### src/rtl/keypad_scan_display_pkg.sv
// Shared types and width helpers for the keypad scan / digit display slice.
// Holds the scan FSM state encoding and the key-code / counter width functions.
package keypad_pkg;

  typedef enum logic [1:0] {
    SCAN,
    PRESS_DB,
    HELD,
    RELEASE_DB
  } kp_state_t;

  function automatic int code_width(input int rows, input int cols);
    return (rows * cols > 1) ? $clog2(rows * cols) : 1;
  endfunction

  // Width of a counter that must hold 0..n-1; never narrower than one bit.
  function automatic int cnt_width(input int n);
    return (n > 1) ? $clog2(n) : 1;
  endfunction

endpackage

### src/rtl/keypad_scan_display_digit_refresh.sv
// Time-multiplexed digit driver: cycles digit_idx every REFRESH_CYCLES and
// drives a registered one-hot enable plus code for the selected history slot.
module digit_refresh
  import keypad_pkg::*;
#(
  parameter int DIGITS         = 2,
  parameter int CODE_W         = 4,
  parameter int REFRESH_CYCLES = 16
) (
  input  logic                     clk,
  input  logic                     reset,
  input  logic [DIGITS*CODE_W-1:0] i_hist,
  input  logic [DIGITS-1:0]        i_valid,
  output logic [DIGITS-1:0]        o_digit_en,
  output logic [CODE_W-1:0]        o_digit_val
);

  localparam int REF_W = cnt_width(REFRESH_CYCLES);
  localparam int IDX_W = cnt_width(DIGITS);

  logic [REF_W-1:0]  r_ref;
  logic [IDX_W-1:0]  r_idx;
  logic [DIGITS-1:0] r_en;
  logic [CODE_W-1:0] r_val;
  logic [DIGITS-1:0] w_onehot;

  always_comb begin
    w_onehot        = '0;
    w_onehot[r_idx] = 1'b1;
  end

  always_ff @(posedge clk) begin
    if (!reset) begin
      r_ref <= '0;
      r_idx <= '0;
      r_en  <= '0;
      r_val <= '0;
    end else begin
      if (r_ref == REF_W'(REFRESH_CYCLES - 1)) begin
        r_ref <= '0;
        r_idx <= (r_idx == IDX_W'(DIGITS - 1)) ? '0 : r_idx + 1'b1;
      end else begin
        r_ref <= r_ref + 1'b1;
      end
      // Unfilled slots are blanked rather than showing a stale zero.
      if (i_valid[r_idx]) begin
        r_en  <= w_onehot;
        r_val <= i_hist[int'(r_idx) * CODE_W +: CODE_W];
      end else begin
        r_en  <= '0;
        r_val <= '0;
      end
    end
  end

  assign o_digit_en  = r_en;
  assign o_digit_val = r_val;

endmodule

### src/rtl/keypad_scan_display.sv
// Keypad matrix scanner with press/release debounce, a DIGITS-deep history of
// accepted key codes, and a multiplexed display driver for that history.
module keypad_scan_display
  import keypad_pkg::*;
#(
  parameter int   ROWS            = 4,
  parameter int   COLS            = 4,
  parameter int   DIGITS          = 2,
  parameter int   SETTLE_CYCLES   = 4,
  parameter int   DEBOUNCE_CYCLES = 8,
  parameter int   REFRESH_CYCLES  = 16,
  localparam int  CODE_W          = code_width(ROWS, COLS)
) (
  input  logic              clk,
  input  logic              reset,
  input  logic [COLS-1:0]   col,
  output logic [ROWS-1:0]   row,
  output logic              key_valid,
  output logic [CODE_W-1:0] key_code,
  output logic [DIGITS-1:0] digit_en,
  output logic [CODE_W-1:0] digit_val
);

  localparam int RI_W   = cnt_width(ROWS);
  localparam int CI_W   = cnt_width(COLS);
  localparam int DW_W   = cnt_width(SETTLE_CYCLES);
  localparam int DB_W   = cnt_width(DEBOUNCE_CYCLES);
  localparam int HIST_W = DIGITS * CODE_W;

  logic [COLS-1:0]   r_col_meta;
  logic [COLS-1:0]   r_col_sync;
  kp_state_t         r_state;
  logic [RI_W-1:0]   r_row_idx;
  logic [DW_W-1:0]   r_dwell;
  logic [DB_W-1:0]   r_db;
  logic [CI_W-1:0]   r_lock_col;
  logic [HIST_W-1:0] r_hist;
  logic [DIGITS-1:0] r_valid;

  logic [RI_W-1:0]   w_next_row;
  logic [CI_W-1:0]   w_low_col;
  logic              w_lock_hi;
  logic [CODE_W-1:0] w_code;

  function automatic logic [ROWS-1:0] row_onehot(input logic [RI_W-1:0] idx);
    row_onehot      = '0;
    row_onehot[idx] = 1'b1;
  endfunction

  always_comb begin
    w_next_row = (r_row_idx == RI_W'(ROWS - 1)) ? '0 : r_row_idx + 1'b1;
    // Walk from the top column down so the lowest set column wins.
    w_low_col = '0;
    for (int unsigned i = 0; i < COLS; i++) begin
      if (r_col_sync[COLS-1-i]) w_low_col = CI_W'(COLS - 1 - i);
    end
    w_lock_hi = r_col_sync[r_lock_col];
    w_code    = CODE_W'(int'(r_row_idx) * COLS + int'(r_lock_col));
  end

  always_ff @(posedge clk) begin
    if (!reset) begin
      r_col_meta <= '0;
      r_col_sync <= '0;
      r_state    <= SCAN;
      r_row_idx  <= '0;
      row        <= row_onehot('0);
      r_dwell    <= '0;
      r_db       <= '0;
      r_lock_col <= '0;
      r_hist     <= '0;
      r_valid    <= '0;
      key_valid  <= 1'b0;
      key_code   <= '0;
    end else begin
      r_col_meta <= col;
      r_col_sync <= r_col_meta;
      key_valid  <= 1'b0;
      unique case (r_state)
        SCAN: begin
          if (r_dwell == DW_W'(SETTLE_CYCLES - 1)) begin
            r_dwell <= '0;
            if (|r_col_sync) begin
              r_lock_col <= w_low_col;
              r_db       <= '0;
              r_state    <= PRESS_DB;
            end else begin
              r_row_idx <= w_next_row;
              row       <= row_onehot(w_next_row);
            end
          end else begin
            r_dwell <= r_dwell + 1'b1;
          end
        end
        PRESS_DB: begin
          if (w_lock_hi) begin
            if (r_db == DB_W'(DEBOUNCE_CYCLES - 1)) begin
              key_valid <= 1'b1;
              key_code  <= w_code;
              // Shift by concatenation; the cast drops the oldest entry.
              r_hist    <= HIST_W'({r_hist, w_code});
              r_valid   <= DIGITS'({r_valid, 1'b1});
              r_state   <= HELD;
            end else begin
              r_db <= r_db + 1'b1;
            end
          end else begin
            r_state   <= SCAN;
            r_row_idx <= w_next_row;
            row       <= row_onehot(w_next_row);
          end
        end
        HELD: begin
          if (!w_lock_hi) begin
            r_db    <= '0;
            r_state <= RELEASE_DB;
          end
        end
        RELEASE_DB: begin
          if (w_lock_hi) begin
            r_state <= HELD;
          end else if (r_db == DB_W'(DEBOUNCE_CYCLES - 1)) begin
            r_state   <= SCAN;
            r_row_idx <= w_next_row;
            row       <= row_onehot(w_next_row);
          end else begin
            r_db <= r_db + 1'b1;
          end
        end
        default: r_state <= SCAN;
      endcase
    end
  end

  digit_refresh #(
    .DIGITS        (DIGITS),
    .CODE_W        (CODE_W),
    .REFRESH_CYCLES(REFRESH_CYCLES)
  ) u_refresh (
    .clk        (clk),
    .reset      (reset),
    .i_hist     (r_hist),
    .i_valid    (r_valid),
    .o_digit_en (digit_en),
    .o_digit_val(digit_val)
  );

endmodule

### config.mk
export PLATFORM = sky130hd
export DESIGN_NAME = keypad_scan_display
export DESIGN_NICKNAME = d
export VERILOG_FILES = /design/src/rtl/keypad_scan_display_pkg.sv /design/src/rtl/keypad_scan_display_digit_refresh.sv /design/src/rtl/keypad_scan_display.sv
export SDC_FILE = /design/constraint.sdc
export NUM_CORES = 1
export LEC_CHECK = 0
export CORE_ASPECT_RATIO = 1.4
export CORE_UTILIZATION = 50
export CTS_BUF_LIST = sky130_fd_sc_hd__clkbuf_16
export DETAILED_ROUTE_END_ITERATION = 8
export PLACE_DENSITY = 0.73
export SKIP_LAST_GASP = 1
export SYNTH_ARGS = -nofsm -noshare
export SYNTH_HDL_FRONTEND = slang
export SYNTH_SLANG_ARGS = --single-unit
### constraint.sdc
create_clock -name clk -period 2.03 [get_ports clk]
set_clock_uncertainty 0.1 [all_clocks]
set_input_delay 0.609 -clock clk [delete_from_list [all_inputs] [get_ports clk]]
set_output_delay 0.609 -clock clk [all_outputs]
set_load 0.01 [all_outputs]
==> impl_metrics.prom, run 1 <==
# TYPE chip_impl_metric gauge
chip_impl_info{name="run_status",value="finished clean"} 1
chip_impl_metric{name="clock_tree.buffer_depth",unit=""} 2
chip_impl_metric{name="i_o_pins",unit=""} 21
chip_impl_info{name="timing.critical_path.cells",value="clkdlybuf4s50_1"} 1
chip_impl_metric{name="clk_pin_slew_worst_paths",unit="ns"} 0.06
chip_impl_metric{name="io_buffers",unit=""} 20
chip_impl_info{name="startpoint_type",value="register"} 1
chip_impl_metric{name="drt_iter0_drc",unit=""} 21
chip_impl_metric{name="synth_cell_types",unit=""} 34
chip_impl_metric{name="cp_max_fo",unit=""} 4
chip_impl_metric{name="post-route-min-period",unit="ns"} 1.93
chip_impl_metric{name="floorplan.die_area",unit="mm^2"} 0.00394
chip_impl_metric{name="multi_input_area",unit="um^2"} 852
chip_impl_metric{name="critPathBufInv",unit=""} 1
chip_impl_metric{name="vias",unit=""} 1300
chip_impl_metric{name="avgSynthCellArea",unit="um^2"} 10.1
chip_impl_info{name="rsz0062_at_grt",value="no"} 1
chip_impl_metric{name="wire_length_after_detailed_routing",unit="mm"} 3.21
chip_impl_metric{name="detail_route.vias_per_cell",unit=""} 5.28
chip_impl_metric{name="mappedNetlistNets",unit=""} 199
chip_impl_info{name="clock_tree_root",value="sky130_fd_sc_hd__clkbuf_16"} 1
chip_impl_info{name="worstReg2RegStart",value="r_db[0]$_SDFFE_PN0P_"} 1
chip_impl_info{name="hold-path-endpoint",value="r_col_sync[1]$_SDFF_PN0_"} 1
chip_impl_metric{name="core",unit="mm^2"} 0.00344
chip_impl_metric{name="first_global_vias",unit=""} 1295
chip_impl_metric{name="holdBufCountCts",unit=""} 0
chip_impl_metric{name="antenna_cells_inserted",unit=""} 0
chip_impl_metric{name="ant_nets",unit=""} 0
chip_impl_metric{name="placedInstanceArea",unit="mm^2"} 0.00209
chip_impl_metric{name="final_worst_path_period_share",unit=""} 0.952
chip_impl_metric{name="cap_violations",unit=""} 0
chip_impl_metric{name="groute.usage.overall",unit=""} 0.188
chip_impl_metric{name="postCtsSetupBuffers",unit=""} 0
chip_impl_metric{name="design.final.nets",unit=""} 221
chip_impl_metric{name="rrSetupSlack",unit="ns"} 0.19
chip_impl_metric{name="number_of_max_slew_violations_in_the_final_report",unit=""} 0
chip_impl_info{name="hold_path_class",value="reg -> reg"} 1
chip_impl_metric{name="area.sequential",unit="um^2"} 901
chip_impl_metric{name="worst-slew-pin-transition",unit="ns"} 0.538
chip_impl_metric{name="final_core_utilization",unit=""} 0.646
chip_impl_info{name="cts_tree",value="built"} 1
chip_impl_metric{name="fillCellCount",unit=""} 270
chip_impl_metric{name="rows",unit=""} 25
chip_impl_info{name="yosys_most_used_dff",value="sky130_fd_sc_hd__dfxtp_1"} 1
chip_impl_metric{name="timing.reg2reg.worst_path_depth",unit=""} 6
chip_impl_metric{name="share_of_yosys_cell_area_claimed_by_the_top_area_cell_type",unit=""} 0.488
chip_impl_metric{name="path_depth",unit=""} 1
chip_impl_info{name="post-synth-top-area-cell",value="sky130_fd_sc_hd__dfxtp_1"} 1
chip_impl_metric{name="cp.required",unit="ns"} 1.32
chip_impl_metric{name="fp.dieH",unit="um"} 73.9
chip_impl_info{name="crit_path_class",value="reg -> out"} 1
chip_impl_info{name="cpLargestDelayFamily",value="buffers and inverters"} 1
chip_impl_metric{name="synthArstFlopShare",unit=""} 0
chip_impl_info{name="critPathLaunch",value="key_code[0]$_SDFFE_PN0P_"} 1
chip_impl_metric{name="cp_data_arrival_time",unit="ns"} 1.22
chip_impl_metric{name="seq_area_frac_synth",unit=""} 0.488
chip_impl_metric{name="design_area_final",unit="mm^2"} 0.00222
chip_impl_info{name="synthTopCellsByArea",value="sky130_fd_sc_hd__dfxtp_1 49%, sky130_fd_sc_hd__mux2i_1 9.8%, sky130_fd_sc_hd__ha_1 6.8%, sky130_fd_sc_hd__nor2_1 4.5%, sky130_fd_sc_hd__nand2_1 3.5%"} 1
chip_impl_metric{name="max_freq",unit="MHz"} 518
chip_impl_metric{name="h-tree-depth",unit=""} 2
chip_impl_info{name="worst_reg2reg_path_endpoint",value="row[3]$_SDFFE_PN0P_"} 1
chip_impl_metric{name="grt_first_pass_wirelength",unit="mm"} 5.40
chip_impl_metric{name="irDropWorstVdd",unit="uV"} 656
chip_impl_metric{name="hold_violations",unit=""} 0
chip_impl_metric{name="ctsResizeCount",unit=""} 0
chip_impl_metric{name="setup_viol_count_final",unit=""} 0
chip_impl_metric{name="synthesis.yosys.warnings",unit=""} 0
chip_impl_metric{name="place.gp.congestion",unit=""} 0.766
chip_impl_metric{name="initial_cell_density_of_the_core",unit=""} 0.537
chip_impl_metric{name="timing.hold.worst_path_depth",unit=""} 1
chip_impl_metric{name="layout-drive-gt1-share",unit=""} 0.107
chip_impl_metric{name="remaining_drc_errors",unit=""} 0
chip_impl_metric{name="flow.area_growth_from_synthesis",unit="%"} 20.4
chip_impl_info{name="endpoint_kind",value="output pin"} 1
chip_impl_metric{name="routedWlPerCell",unit="um"} 13.1
chip_impl_metric{name="dieWidth",unit="um"} 53.4
chip_impl_metric{name="timing.slew.headroom",unit=""} 0.642
chip_impl_info{name="crit_slowest_cell",value="sky130_fd_sc_hd__clkdlybuf4s50_1"} 1
chip_impl_metric{name="global_route.overflow_total",unit=""} 0
chip_impl_metric{name="power_leakage",unit="nW"} 1.00
chip_impl_metric{name="firstDrtPassIters",unit=""} 5
chip_impl_metric{name="timing.setup.tns",unit="ns"} 0
chip_impl_metric{name="p_per_area",unit="mW/mm^2"} 806
chip_impl_metric{name="clock_latency",unit="ns"} 0.28
chip_impl_metric{name="cts_buffers",unit=""} 5
chip_impl_metric{name="ys_ff_latch",unit=""} 45
chip_impl_metric{name="clock_sink_count",unit=""} 45
chip_impl_info{name="hold_path.startpoint",value="r_col_meta[1]$_SDFF_PN0_"} 1
chip_impl_metric{name="maximum_number_of_pins_on_one_net_before_global_route_repair",unit=""} 18
chip_impl_metric{name="grt_antenna_before_repair",unit=""} 0
chip_impl_metric{name="critical-path-max-stage-delay",unit="ns"} 0.56
chip_impl_metric{name="post_synth_inst_count",unit=""} 183
chip_impl_metric{name="hpwlAfterDp",unit="mm"} 2.36
chip_impl_metric{name="synth_edf_count",unit=""} 0
chip_impl_metric{name="post_synth_instance_area",unit="mm^2"} 0.00185
==> worst max-delay path by stage <==
stage | endpoint
after floorplan | key_code[1]$_SDFFE_PN0P_
after global placement | r_row_idx[0]$_SDFFE_PN0P_
after detailed placement | r_row_idx[0]$_SDFFE_PN0P_
after CTS | key_code[0]
after global routing | key_code[1]
final | key_code[0]
==> cells by family (layout without fill, tap and decap cells) <==
kind of cell               after synthesis  in the layout  share of synthesized area
muxes                                   21             21                      0.122
adders and majority gates               10             10                     0.0678
DFF                                     45             45                      0.488
and+or+nand+nor                         64             64                      0.169
xor gates and xnor gates                 2              2                    0.00949
buffers and inverters                   19             42                     0.0508
AOI/OAI and AO/OA                       22             22                     0.0935
==> placed cells by master, fill, tap and decap left out, drive strengths merged, types with 2 or more instances in the layout <==
cell / synthesis / final
nor2: 22 / 22
and2: 8 / 8
nand3b: 2 / 2
a21oi: 7 / 7
inv: 6 / 6
mux2i: 18 / 18
nor3: 2 / 2
o221a: 2 / 2
and3: 2 / 2
mux2: 2 / 2
nand3: 4 / 4
clkbuf: 8 / 5
dfxtp: 45 / 45
ha: 10 / 10
nand2: 17 / 17
buf: 5 / 8
clkdlybuf4s50: 0 / 20
clkinv: 0 / 3
a22o: 4 / 4
or3b: 2 / 2
o21ai: 4 / 4
==> layer usage <==
layer | GRT usage | vias to the layer above | part of all wire
met3 | 0.0642 | 2 | 0.035
met5 | 0 | - | 0
met2 | 0.333 | 31 | 0.55
li1 | - | 661 | -
met4 | 0.0702 | 0 | 0.0037
met1 | 0.201 | 606 | 0.41
==> state kept, by name, indices dropped and copies added, names as in the netlist, 2 cells and up, named ones only <==
register and cells:
r_row_idx 2, u_refresh.o_digit_val 4, r_db 3, r_dwell 2, r_valid 2, u_refresh.o_digit_en 2
r_hist 5, r_col_meta 4, row 4, r_lock_col 2, r_col_sync 4, key_code 3
u_refresh.r_ref 4
==> layout make-up <==
type / instances / share of cell area
Clock buffer: 5 / 0.0563
Clock inverter: 3 / 0.00563
Inverter: 6 / 0.0101
Multi-Input combinational cell: 119 / 0.383
Sequential cell: 45 / 0.405
Tap cell: 40 / 0.0225
Timing Repair Buffer: 28 / 0.117
==> metrics by stage <==
stage	setup slack, ns	total power, mW	std cells	hold slack [ns]
CTS	0.0969	1.82	246	0.338
detailed placement	0.160	1.07	238	0.321
global route	0.0496	1.87	246	0.367
floorplan	0.220	1.02	183	0.312
global placement	0.202	1.06	238	0.316
finish	0.0982	1.79	246	0.334
==> synth_stat cells (2+ instances only) <==
| cell type | count |
|---|---|
| sky130_fd_sc_hd__dfxtp_1 | 45 |
| sky130_fd_sc_hd__nor2_1 | 22 |
| sky130_fd_sc_hd__mux2i_1 | 18 |
| sky130_fd_sc_hd__nand2_1 | 17 |
| sky130_fd_sc_hd__ha_1 | 10 |
| sky130_fd_sc_hd__and2_1 | 8 |
| sky130_fd_sc_hd__clkbuf_1 | 8 |
| sky130_fd_sc_hd__a21oi_1 | 7 |
| sky130_fd_sc_hd__inv_1 | 6 |
| sky130_fd_sc_hd__a22o_1 | 4 |
| sky130_fd_sc_hd__buf_4 | 4 |
| sky130_fd_sc_hd__nand3_1 | 4 |
| sky130_fd_sc_hd__o21ai_0 | 4 |
| sky130_fd_sc_hd__and3_1 | 2 |
| sky130_fd_sc_hd__mux2_2 | 2 |
| sky130_fd_sc_hd__nand3b_1 | 2 |
| sky130_fd_sc_hd__nor3_1 | 2 |
| sky130_fd_sc_hd__o221a_2 | 2 |
==> power breakdown <==
group	total, mW	switching, mW	internal, mW	leakage (nW)
sequential	0.929	0.0202	0.909	0.366
clock	0.746	0.302	0.444	0.0687
combinational	0.117	0.0562	0.0606	0.567
total	1.79	0.378	1.41	1.00
Note: power is estimated with default switching activity, not from simulation.
==> inputs of run 2 (changes only) <==
--- a/config.mk
+++ b/config.mk
@@ -10,7 +10,9 @@
 export CTS_BUF_LIST = sky130_fd_sc_hd__clkbuf_16
 export DETAILED_ROUTE_END_ITERATION = 8
 export PLACE_DENSITY = 0.73
+export RECOVER_POWER = 100
 export SKIP_LAST_GASP = 1
+export SLEW_MARGIN = 20
 export SYNTH_ARGS = -nofsm -noshare
 export SYNTH_HDL_FRONTEND = slang
 export SYNTH_SLANG_ARGS = --single-unit
==> impl_metrics.prom, run 2 (synthesis results as in run 1) <==
# TYPE chip_impl_metric gauge
chip_impl_info{name="cpLargestDelayFamily",value="buffers and inverters"} 1
chip_impl_metric{name="detail_route.vias_per_cell",unit=""} 5.31
chip_impl_metric{name="post_layout_nonfiller_instances",unit=""} 246
chip_impl_metric{name="ant_nets",unit=""} 0
chip_impl_metric{name="path_depth",unit=""} 1
chip_impl_metric{name="power.switching_fraction",unit=""} 0.211
chip_impl_metric{name="ctsResizeCount",unit=""} 0
chip_impl_metric{name="rows",unit=""} 25
chip_impl_metric{name="irDropWorstVdd",unit="uV"} 651
chip_impl_metric{name="rrSetupSlack",unit="ns"} 0.18
chip_impl_metric{name="post-route-min-period",unit="ns"} 1.93
chip_impl_metric{name="remaining_drc_errors",unit=""} 0
chip_impl_metric{name="cp_max_fo",unit=""} 4
chip_impl_metric{name="power_leakage",unit="nW"} 1.01
chip_impl_info{name="run_status",value="finished clean"} 1
chip_impl_metric{name="h-tree-depth",unit=""} 2
chip_impl_metric{name="fillCellCount",unit=""} 275
chip_impl_metric{name="critical-path-max-stage-delay",unit="ns"} 0.56
chip_impl_metric{name="timing.slew.headroom",unit=""} 0.645
chip_impl_metric{name="i_o_pins",unit=""} 21
chip_impl_metric{name="groute.usage.overall",unit=""} 0.188
chip_impl_metric{name="initial_cell_density_of_the_core",unit=""} 0.537
chip_impl_metric{name="power.net_switching",unit="mW"} 0.377
chip_impl_metric{name="max_freq",unit="MHz"} 517
chip_impl_metric{name="grt_antenna_before_repair",unit=""} 0
chip_impl_metric{name="timing.setup.tns",unit="ns"} 0
chip_impl_metric{name="placed_cells_incl_taps",unit=""} 238
chip_impl_info{name="crit_end",value="key_code[0]"} 1
chip_impl_metric{name="power.share.sequential",unit=""} 0.520
chip_impl_metric{name="holdBufCountCts",unit=""} 0
chip_impl_metric{name="number_of_max_slew_violations_in_the_final_report",unit=""} 0
chip_impl_metric{name="io_buffers",unit=""} 20
chip_impl_info{name="final_common_cell",value="sky130_fd_sc_hd__dfxtp_1"} 1
chip_impl_info{name="critPathLaunch",value="key_code[0]$_SDFFE_PN0P_"} 1
chip_impl_info{name="crit_path_class",value="reg -> out"} 1
chip_impl_metric{name="fp.dieH",unit="um"} 73.9
chip_impl_metric{name="cap_violations",unit=""} 0
chip_impl_metric{name="largest_reg_flops",unit=""} 5
chip_impl_metric{name="final_worst_path_period_share",unit=""} 0.953
chip_impl_info{name="startpoint_type",value="register"} 1
chip_impl_info{name="layout.cells.most_common_list",value="45 x sky130_fd_sc_hd__dfxtp_1, 22 x sky130_fd_sc_hd__nor2_1, 18 x sky130_fd_sc_hd__mux2i_1"} 1
chip_impl_metric{name="firstDrtPassIters",unit=""} 4
chip_impl_metric{name="cp.required",unit="ns"} 1.32
chip_impl_metric{name="place.gp.congestion",unit=""} 0.766
chip_impl_metric{name="floorplan.die_area",unit="mm^2"} 0.00394
chip_impl_info{name="clock_tree_root",value="sky130_fd_sc_hd__clkbuf_16"} 1
chip_impl_info{name="worst_reg2reg_path_endpoint",value="r_hist[4]$_SDFFE_PN0P_"} 1
chip_impl_metric{name="cp_data_arrival_time",unit="ns"} 1.23
chip_impl_metric{name="drt_iter0_drc",unit=""} 28
chip_impl_metric{name="hpwlAfterDp",unit="mm"} 2.36
chip_impl_metric{name="cts_buffers",unit=""} 5
chip_impl_metric{name="maximum_number_of_pins_on_one_net_before_global_route_repair",unit=""} 18
chip_impl_metric{name="critPathBufInv",unit=""} 1
chip_impl_info{name="rsz0062_at_grt",value="no"} 1
chip_impl_metric{name="wire_length_after_detailed_routing",unit="mm"} 3.20
chip_impl_metric{name="worst-slew-pin-transition",unit="ns"} 0.532
chip_impl_info{name="hold_path_class",value="reg -> reg"} 1
chip_impl_metric{name="design.final.nets",unit=""} 221
chip_impl_info{name="crit_slowest_cell",value="sky130_fd_sc_hd__clkdlybuf4s50_1"} 1
chip_impl_info{name="register_with_the_most_flip_flops",value="r_hist"} 1
chip_impl_metric{name="clock_tree.buffer_depth",unit=""} 2
chip_impl_metric{name="layout-drive-gt1-share",unit=""} 0.0874
chip_impl_metric{name="dieWidth",unit="um"} 53.4
chip_impl_metric{name="antenna_cells_inserted",unit=""} 0
chip_impl_info{name="endpoint_kind",value="output pin"} 1
chip_impl_metric{name="vias",unit=""} 1306
chip_impl_info{name="timing.critical_path.cells",value="clkdlybuf4s50_1"} 1
chip_impl_metric{name="power_frac_clock",unit=""} 0.417
chip_impl_metric{name="routedWlPerCell",unit="um"} 13.0
chip_impl_metric{name="p_per_area",unit="mW/mm^2"} 809
chip_impl_metric{name="grt_first_pass_wirelength",unit="mm"} 5.40
chip_impl_metric{name="postCtsSetupBuffers",unit=""} 0
chip_impl_metric{name="clock_sink_count",unit=""} 45
chip_impl_metric{name="core",unit="mm^2"} 0.00344
chip_impl_metric{name="timing.reg2reg.worst_path_depth",unit=""} 4
chip_impl_metric{name="power.combinational.fraction",unit=""} 0.062
chip_impl_metric{name="clock_latency",unit="ns"} 0.28
chip_impl_metric{name="first_global_vias",unit=""} 1295
chip_impl_info{name="cts_tree",value="built"} 1
chip_impl_metric{name="global_route.overflow_total",unit=""} 0
chip_impl_info{name="worstReg2RegStart",value="r_lock_col[0]$_SDFFE_PN0P_"} 1
chip_impl_metric{name="post-layout-total-power",unit="mW"} 1.79
chip_impl_metric{name="setup_viol_count_final",unit=""} 0
chip_impl_metric{name="clk_pin_slew_worst_paths",unit="ns"} 0.06
chip_impl_metric{name="internal_power",unit="mW"} 1.41
chip_impl_metric{name="flow.area_growth_from_synthesis",unit="%"} 19.4
chip_impl_metric{name="hold_violations",unit=""} 0
[run 2: metal layers]
layer  wire, um  GRT usage
met1       1330      0.201
met2       1730      0.333
met3        133     0.0642
met5          0          0
met4         12     0.0702
[run 2: how the worst min path moves through the flow]
| stage | startpoint | depth (start not counted) | slack, ns | end |
|---|---|---|---|---|
| floorplan | r_col_meta[0]$_SDFF_PN0_ | 1 | 0.31 | r_col_sync[0]$_SDFF_PN0_ |
| CTS | r_col_meta[3]$_SDFF_PN0_ | 1 | 0.34 | r_col_sync[3]$_SDFF_PN0_ |
| global placement | r_col_meta[3]$_SDFF_PN0_ | 1 | 0.32 | r_col_sync[3]$_SDFF_PN0_ |
| finish | r_col_meta[1]$_SDFF_PN0_ | 1 | 0.33 | r_col_sync[1]$_SDFF_PN0_ |
| global route | r_col_meta[1]$_SDFF_PN0_ | 1 | 0.37 | r_col_sync[1]$_SDFF_PN0_ |
| detailed placement | r_col_meta[1]$_SDFF_PN0_ | 1 | 0.32 | r_col_sync[1]$_SDFF_PN0_ |
[run 2: cell type report]
class                           count  area [um^2]  share of cell area
Inverter                            6         22.5              0.0102
Multi-Input combinational cell    119          852               0.386
Tap cell                           40         50.0              0.0227
Sequential cell                    45          901               0.408
Clock buffer                        5          125              0.0567
Timing Repair Buffer               28          243               0.110
Clock inverter                      3         12.5             0.00567
[run 2: power groups by stage]
stage	sequential [mW]	clock, mW	combinational [mW]
final	0.929	0.745	0.111
after global routing	0.932	0.809	0.126
after CTS	0.929	0.769	0.118
after detailed placement	0.948	0	0.117
after global placement	0.945	0	0.113
after floorplan	0.944	0	0.0758
[run 2: through the flow]
stage	util	area, um^2	worst slack (ns)	hold slack, ns
4_1_cts	0.646	2220	0.0969	0.338
5_1_grt	0.641	2210	0.0454	0.367
2_1_floorplan	-	1850	0.220	0.312
3_5_place_dp	0.606	2090	0.160	0.321
6_report	0.641	2210	0.0953	0.334
3_3_place_gp	0.606	2090	0.202	0.316
==> inputs of run 3 (changes only) <==
--- a/config.mk
+++ b/config.mk
@@ -9,6 +9,7 @@
 export CORE_UTILIZATION = 50
 export CTS_BUF_LIST = sky130_fd_sc_hd__clkbuf_16
 export DETAILED_ROUTE_END_ITERATION = 8
+export GPL_TIMING_DRIVEN = 0
 export PLACE_DENSITY = 0.73
 export RECOVER_POWER = 100
 export SKIP_LAST_GASP = 1
==> impl_metrics.prom, run 3 (synthesis results as in run 1) <==
# TYPE chip_impl_metric gauge
chip_impl_info{name="run_status",value="finished clean"} 1
chip_impl_metric{name="cp.required",unit="ns"} 1.32
chip_impl_metric{name="final_worst_path_period_share",unit=""} 0.974
chip_impl_metric{name="fp.dieH",unit="um"} 73.9
chip_impl_info{name="endpoint_kind",value="output pin"} 1
chip_impl_metric{name="gr_util_met2",unit=""} 0.364
chip_impl_metric{name="vias",unit=""} 1343
chip_impl_metric{name="place.gp.congestion",unit=""} 0.755
chip_impl_metric{name="h-tree-depth",unit=""} 2
chip_impl_metric{name="power_frac_clock",unit=""} 0.415
chip_impl_metric{name="dieWidth",unit="um"} 53.4
chip_impl_metric{name="use_met1",unit=""} 0.222
chip_impl_metric{name="flow.area_growth_from_synthesis",unit="%"} 21.1
chip_impl_metric{name="power.combinational.fraction",unit=""} 0.062
chip_impl_metric{name="setup_viol_count_final",unit=""} 0
chip_impl_metric{name="floorplan.die_area",unit="mm^2"} 0.00394
chip_impl_metric{name="number_of_max_slew_violations_in_the_final_report",unit=""} 0
chip_impl_metric{name="clock_latency",unit="ns"} 0.28
chip_impl_metric{name="ant_nets",unit=""} 0
chip_impl_metric{name="power.net_switching",unit="mW"} 0.375
chip_impl_metric{name="antenna_cells_inserted",unit=""} 0
chip_impl_metric{name="pnr_worst_setup_slack",unit="ns"} 0.0528
chip_impl_info{name="cts_tree",value="built"} 1
chip_impl_metric{name="cap_violations",unit=""} 0
chip_impl_metric{name="core",unit="mm^2"} 0.00344
chip_impl_info{name="register_with_the_most_flip_flops",value="r_hist"} 1
chip_impl_metric{name="globalRouteMet3Util",unit=""} 0.0497
chip_impl_metric{name="irDropWorstVdd",unit="uV"} 667
chip_impl_metric{name="power_leakage",unit="nW"} 1.04
chip_impl_metric{name="maximum_number_of_pins_on_one_net_before_global_route_repair",unit=""} 13
chip_impl_metric{name="global_route.overflow_total",unit=""} 0
chip_impl_metric{name="clk_pin_slew_worst_paths",unit="ns"} 0.06
chip_impl_metric{name="remaining_drc_errors",unit=""} 0
chip_impl_info{name="worstReg2RegStart",value="r_db[0]$_SDFFE_PN0P_"} 1
chip_impl_metric{name="hold-worst-slack",unit="ns"} 0.335
chip_impl_metric{name="groute.usage.overall",unit=""} 0.204
chip_impl_info{name="hold_path.startpoint",value="r_col_meta[0]$_SDFF_PN0_"} 1
chip_impl_metric{name="power.share.sequential",unit=""} 0.523
chip_impl_metric{name="placed_cells_incl_taps",unit=""} 243
chip_impl_metric{name="fillCellCount",unit=""} 291
chip_impl_metric{name="cts_buffers",unit=""} 5
chip_impl_metric{name="cp_data_arrival_time",unit="ns"} 1.27
chip_impl_metric{name="post_layout_nonfiller_instances",unit=""} 250
chip_impl_info{name="rsz0062_at_grt",value="no"} 1
chip_impl_info{name="critPathLaunch",value="r_hist[3]$_SDFFE_PN0P_"} 1
chip_impl_metric{name="detail_route.vias_per_cell",unit=""} 5.37
chip_impl_metric{name="p_per_area",unit="mW/mm^2"} 795
chip_impl_metric{name="firstDrtPassIters",unit=""} 4
chip_impl_info{name="clock_tree_root",value="sky130_fd_sc_hd__clkbuf_16"} 1
chip_impl_info{name="final_common_cell",value="sky130_fd_sc_hd__dfxtp_1"} 1
chip_impl_metric{name="wire_length_after_detailed_routing",unit="mm"} 3.33
chip_impl_metric{name="rows",unit=""} 25
chip_impl_metric{name="routedWlPerCell",unit="um"} 13.3
chip_impl_metric{name="largest_reg_flops",unit=""} 5
chip_impl_metric{name="pre_cts_slack",unit="ns"} -0.286
chip_impl_metric{name="grt_first_pass_wirelength",unit="mm"} 5.86
chip_impl_info{name="crit_path_class",value="reg -> out"} 1
chip_impl_info{name="startpoint_type",value="register"} 1
chip_impl_metric{name="timing.slew.headroom",unit=""} 0.493
chip_impl_metric{name="first_global_vias",unit=""} 1364
chip_impl_metric{name="hpwlAfterDp",unit="mm"} 2.48
chip_impl_metric{name="layout-drive-gt1-share",unit=""} 0.119
chip_impl_metric{name="worst-slew-pin-transition",unit="ns"} 0.753
chip_impl_metric{name="hold_violations",unit=""} 0
chip_impl_metric{name="drt_iter0_drc",unit=""} 24
chip_impl_metric{name="clock_tree.buffer_depth",unit=""} 2
chip_impl_metric{name="clock_sink_count",unit=""} 45
chip_impl_metric{name="design.final.nets",unit=""} 226
chip_impl_metric{name="grt_antenna_before_repair",unit=""} 0
chip_impl_metric{name="cp_max_fo",unit=""} 4
chip_impl_info{name="layout.cells.most_common_list",value="40 x sky130_fd_sc_hd__dfxtp_1, 22 x sky130_fd_sc_hd__nor2_1, 18 x sky130_fd_sc_hd__mux2i_1"} 1
chip_impl_metric{name="design_area_final",unit="mm^2"} 0.00224
chip_impl_metric{name="io_buffers",unit=""} 20
chip_impl_metric{name="max_freq",unit="MHz"} 506
chip_impl_metric{name="internal_power",unit="mW"} 1.40
chip_impl_info{name="hold_path_class",value="reg -> reg"} 1
chip_impl_metric{name="post-route-min-period",unit="ns"} 1.98
chip_impl_metric{name="placedInstanceArea",unit="mm^2"} 0.00210
chip_impl_metric{name="power.switching_fraction",unit=""} 0.211
chip_impl_metric{name="initial_cell_density_of_the_core",unit=""} 0.537
chip_impl_info{name="gr-max-usage-layer",value="met2"} 1
chip_impl_metric{name="i_o_pins",unit=""} 21
-- run 3: area by class of cell --
type | count | area, um^2 | area share
tap | 40 | 50.0 | 0.0224
clock buffer | 5 | 125 | 0.0559
timing repair buffer | 20 | 200 | 0.0895
multi-input combinational | 119 | 850 | 0.380
buffer | 13 | 75.1 | 0.0336
sequential | 45 | 907 | 0.405
clock inverter | 2 | 7.51 | 0.00336
inverter | 6 | 22.5 | 0.0101
-- run 3: repair_timing --
action | 4_1_cts | 5_1_grt
hold buffers | 0 | 0
setup endpoints to repair | 0 | 33
setup buffers | 0 | 0
resized for setup | 0 | 11
-- run 3: per-stage QoR --
stage	utilization	TNS (ns)	power, mW
floorplan	-	0	1.02
global placement	0.609	-5.84	1.05
detailed placement	0.609	-7.15	1.06
CTS	0.648	0	1.79
global route	0.650	0	1.85
finish	0.650	0	1.78
-- run 3: worst paths after layout --
check / depth (start not counted) / end / slack [ns]
min reg2reg: 1 / r_col_sync[0]$_SDFF_PN0_ / 0.33
max reg2reg: 6 / row[3]$_SDFFE_PN0P_ / 0.14
max: 2 / key_code[3] / 0.05
min: 1 / r_col_sync[0]$_SDFF_PN0_ / 0.33
-- run 3: power by group through the flow --
stage / logic (mW) / registers, mW / clock network, mW
floorplan: 0.0758 / 0.944 / 0
global placement: 0.106 / 0.945 / 0
detailed placement: 0.112 / 0.948 / 0
CTS: 0.113 / 0.929 / 0.752
global route: 0.125 / 0.933 / 0.793
finish: 0.111 / 0.929 / 0.738
-- run 3: critical path: stages, from the launching register on --
cell and delay [ns]:
sky130_fd_sc_hd__dfxtp_2 0.35, sky130_fd_sc_hd__clkbuf_4 0.12, sky130_fd_sc_hd__clkdlybuf4s50_1 0.52
-- run 3: per-layer routing --
metal,part of all wire,vias to the layer above
met1,0.42,636
met3,0.023,7
li1,-,676
met4,0.018,0
met2,0.54,24
met5,0,-
